===== config.mk =====
export PLATFORM = sky130hd
export DESIGN_NAME = sar_search4
export DESIGN_NICKNAME = d
export VERILOG_FILES = /design/src/rtl/sar_pkg.sv /design/src/rtl/sar_step.sv /design/src/rtl/sar_search4.sv
export SDC_FILE = /design/constraint.sdc
export NUM_CORES = 1
export LEC_CHECK = 0
export CORE_MARGIN = 2
export CORE_UTILIZATION = 35
export DETAILED_ROUTE_END_ITERATION = 8
export PLACE_DENSITY = 0.56
export SKIP_LAST_GASP = 1
export SYNTH_ARGS = -nofsm -noshare
export SYNTH_HDL_FRONTEND = slang
export SYNTH_SLANG_ARGS = --single-unit

===== constraint.sdc =====
create_clock -name clk -period 3.1 [get_ports clk]
set_clock_uncertainty 0.1 [all_clocks]
set_input_delay 0.31 -clock clk [delete_from_list [all_inputs] [get_ports clk]]
set_output_delay 0.31 -clock clk [all_outputs]
set_load 0.02 [all_outputs]

===== src/rtl/sar_pkg.sv =====
// Shared types and constants for the successive-approximation search controller.
// Latency: none (types only).
// Backpressure: none.
package sar_pkg;
  localparam int SAR_W = 4;

  typedef enum logic [1:0] {
    IDLE,
    TRIAL,
    DONE
  } state_t;
endpackage


===== src/rtl/sar_step.sv =====
// One SAR trial step: resolves guess bit idx from the flags and arms the next bit.
// Latency: combinational.
// Backpressure: none.
module sar_step
  import sar_pkg::*;
#(
  parameter int W  = SAR_W,
  parameter int IW = (W > 1) ? $clog2(W) : 1
) (
  input  logic [W-1:0]  guess,
  input  logic [IW-1:0] idx,
  input  logic          cmp_lt,
  input  logic          cmp_eq,
  input  logic          cmp_gt,
  output logic [W-1:0]  next_guess,
  output logic          flag_ok,
  output logic          last
);

  always_comb begin
    flag_ok    = $onehot({cmp_lt, cmp_eq, cmp_gt});
    last       = (idx == '0);
    next_guess = guess;
    // Invalid flag combinations resolve the bit as "target below guess".
    next_guess[idx] = flag_ok & (cmp_gt | cmp_eq);
    if (!last) begin
      next_guess[idx - 1'b1] = 1'b1;
    end
  end

endmodule


===== src/rtl/sar_search4.sv =====
// MSB-first SAR search driving comparator operand b; SAR_EARLY_EXIT_EN stops on equal.
// Latency: start to done W+1 cycles (2..W+1 with SAR_EARLY_EXIT_EN).
// Backpressure: none; start is only sampled in IDLE and is never queued.
module sar_search4
  import sar_pkg::*;
#(
  parameter int W = SAR_W
) (
  input  logic         clk,
  input  logic         rst,
  input  logic         start,
  input  logic         cmp_lt,
  input  logic         cmp_eq,
  input  logic         cmp_gt,
  output logic [W-1:0] guess,
  output logic         busy,
  output logic         done,
  output logic [W-1:0] result,
  output logic         err
);

  localparam int IW = (W > 1) ? $clog2(W) : 1;
  localparam logic [W-1:0]  MSB_ONLY = {1'b1, {(W-1){1'b0}}};
  localparam logic [IW-1:0] TOP_IDX  = IW'(W - 1);

  state_t        state;
  logic [IW-1:0] idx;
  logic [W-1:0]  next_guess;
  logic          flag_ok;
  logic          last;

  sar_step #(.W(W), .IW(IW)) u_step (
    .guess      (guess),
    .idx        (idx),
    .cmp_lt     (cmp_lt),
    .cmp_eq     (cmp_eq),
    .cmp_gt     (cmp_gt),
    .next_guess (next_guess),
    .flag_ok    (flag_ok),
    .last       (last)
  );

  always_ff @(posedge clk) begin
    if (rst) begin
      state  <= IDLE;
      idx    <= TOP_IDX;
      guess  <= '0;
      busy   <= 1'b0;
      done   <= 1'b0;
      result <= '0;
      err    <= 1'b0;
    end else begin
      done <= 1'b0;
      case (state)
        IDLE: begin
          if (start) begin
            state <= TRIAL;
            guess <= MSB_ONLY;
            idx   <= TOP_IDX;
            busy  <= 1'b1;
            err   <= 1'b0;
          end
        end
        TRIAL: begin
          if (!flag_ok) begin
            err <= 1'b1;
          end
`ifdef SAR_EARLY_EXIT_EN
          if (flag_ok && cmp_eq) begin
            result <= guess;
            state  <= DONE;
            busy   <= 1'b0;
            done   <= 1'b1;
            guess  <= '0;
          end else
`endif
          if (last) begin
            result <= next_guess;
            state  <= DONE;
            busy   <= 1'b0;
            done   <= 1'b1;
            guess  <= '0;
          end else begin
            guess <= next_guess;
            idx   <= idx - 1'b1;
          end
        end
        DONE: begin
          // Single-cycle done pulse; a start seen here is deliberately dropped.
          state <= IDLE;
        end
        default: state <= IDLE;
      endcase
    end
  end

endmodule


==> results.cfg <==
[sta]
tightestPinTransition_ns = 0.570
final.min_clock_period_ns = 1.98
slew_violations = 0
relSlewSlack_pct = 61.9
fin_crit_sh_pct = 64.0
finalSetupViolations = 0
hold_violations = 0
setup_tns_ns = 0
rsz0062_at_grt = no
fmax_mhz = 504
fin_ws_ns = 1.12

[detailed_routing]
wirelength_um = 1480
viasPerCell = 4.74
detail_route.wl_per_cell_um = 11.8
drt_iter0_drc = 10
ant_nets = 0
vias = 592
drc = 0
first_pass_iters = 2

[synth]
yosysTopAreaCell = dfxtp_1
synth_commonest_cells = 15 x dfxtp_1, 14 x nor2_1, 6 x a21oi_1
synth_async_sr_flop_share_pct = 0
avgSynthCellArea_um2 = 9.13
synth-seq-cells = 15
synth_nets = 92
netlist_instances = 80
synth_edf_count = 0
ys_seq_area_share_pct = 41.1
synth_most_common_cell = dfxtp_1
synth_ff_type = dfxtp_1
ys_warn_count = 0
syn_area_um2 = 731
synth.top_cells.by_area = dfxtp_1 41%, ha_1 8.6%, nor2_1 7.2%
synth_top_area_share_pct = 41.1
yosys.cell_types.count = 28

[critical_path]
critical_path_class = in -> reg
r2r_start = idx[0]$_SDFFE_PP1P_
r2r_setup_slack_ns = 1.22
critPathCaptureType = register
required_ns = 3.19
critPathSlowestCell = fa_1
critical_path_arrival_ns = 2.08
cp_cell_sequence = clkdlybuf4s50_1 > fa_1 > nand2b_1 > nor2_1 > mux2i_1 > a211oi_1
r2r_cells = 5
r2r-end = idx[1]$_SDFFE_PP1P_
cp_max_fo = 6
max_stage_delay_ns = 0.55
start_kind = input port

[clock_network]
root_buffer = clkbuf_4
clk_pin_slew_worst_paths_ns = 0.09
cts_buffers = 3
hold_buffers = 0
clk_latency_ns = 0.28
cts_setup_buffers = 0
clk_path_buf_depth = 2
cts_sinks = 15
cts_max_level = 1
cts_tree = built
cts_resized = 0

[run_status]
status = complete, no violations

[floorplanning]
fp.dieArea_mm2 = 0.00247
core_region_area_mm2 = 0.00196
die_w_um = 49.7
start_util_pct = 37.2
rows = 16
top_level_ports = 17
fp.dieH_um = 49.7

[min_path]
hold_path_startpoint = busy$_SDFFE_PP0P_
min_path_cells = 2
min_to = busy$_SDFFE_PP0P_
hp-class = reg -> reg

[job]
drv_cap = 0

[global_route]
antenna_found_initial = 0
grt_max_degree = 18
grt_pass1_wl_um = 2530
grt-ovfl-total = 0
track_usage_pct = 13.2
grt_pass1_vias = 552

[power]
powerDensity_mw_per_mm2 = 418
total_power_mw = 0.391
irDropWorstVdd_v = 0.000195
p_leak_nw = 0.381

[finish]
layout.nets = 111
fin_util_pct = 47.7
drive_gt1_share_pct = 5.10
area_growth_pct = 28.1
num_antenna_cells = 0

[placed_design]
port_buffers = 16
preCtsSetupSlack_ns = 0.817
gp_congestion = 0.758
dpl.hpwl_um = 1120
## per-stage QoR
step / instances / cell area, um^2 / hold WS [ns]
floorplan: 80 / 731 / 0.310
global placement: 121 / 910 / 0.345
detailed placement: 121 / 910 / 0.352
CTS: 125 / 936 / 0.366
global route: 125 / 936 / 0.404
finish: 125 / 936 / 0.366
## logic make-up after synthesis
family	count (synthesis)	share of synthesized area, %
AO/OA/AOI/OAI	21	19.0
adder cells (fa/ha/maj)	6	11.3
buffers and inverters	6	4.11
flip-flops	15	41.1
multiplexers	3	4.11
AND/OR/NAND/NOR	29	20.4
## routing by layer
layer | routed length (um) | GRT usage, % | part of all wire, % | vias to the layer above
met4 | 0 | 4.17 | 0 | 0
met2 | 698 | 21.1 | 47 | 9
li1 | - | - | - | 314
met5 | 0 | 0 | 0 | -
met1 | 731 | 17.6 | 49 | 269
met3 | 49 | 2.73 | 3.3 | 0
## critical path: cells and delay by family
family | cells | cell delay [ns]
fa+ha+maj | 1 | 0.55
buf+inv | 1 | 0.43
simple gates | 2 | 0.39
compound gates | 1 | 0.24
mux | 1 | 0.16
## cell usage in the layout (no fill, tap or decap), types with 2 or more instances in the layout
cell	synthesis	routed
nand2b_1	2	2
o21bai_1	2	2
nand2_1	5	5
a22oi_1	2	2
nor2_1	14	14
clkdlybuf4s50_1	0	16
a21oi_1	6	6
mux2i_1	3	3
a31oi_1	2	2
a211oi_1	3	3
dfxtp_1	15	15
ha_1	5	5
clkbuf_4	0	3
inv_1	4	4
nand3b_1	2	2
## final cells by class
class | count | area (um^2)
repair buffers | 16 | 160
flip-flops and latches | 15 | 300
well taps | 27 | 33.8
fillers | 220 | 1030
multi-input cells | 59 | 400
clock buffers | 4 | 26.3
inverters | 4 | 15.0
## power breakdown
part / switching [mW] / internal [mW]
Clock: 0.0616 / 0.0499
Combinational: 0.0363 / 0.0334
Sequential: 0.00892 / 0.201
## worst max path at each step
stage | start | end | slack [ns] | depth (start not counted)
5_1_grt | cmp_lt | result[3]$_SDFFE_PP0P_ | 0.95 | 6
3_3_place_gp | cmp_lt | result[3]$_SDFFE_PP0P_ | 0.89 | 6
2_1_floorplan | cmp_lt | result[3]$_SDFFE_PP0P_ | 1.43 | 5
4_1_cts | cmp_lt | result[3]$_SDFFE_PP0P_ | 1.11 | 6
6_report | cmp_lt | result[3]$_SDFFE_PP0P_ | 1.12 | 6
3_5_place_dp | cmp_lt | result[3]$_SDFFE_PP0P_ | 0.82 | 6
## sequential cells by signal, summed over array words and instances, names as in the netlist
signal  flops
busy        1
state       2
err         1
done        1
idx         2
guess       4
result      4
Power figures use the tool's default switching activity.
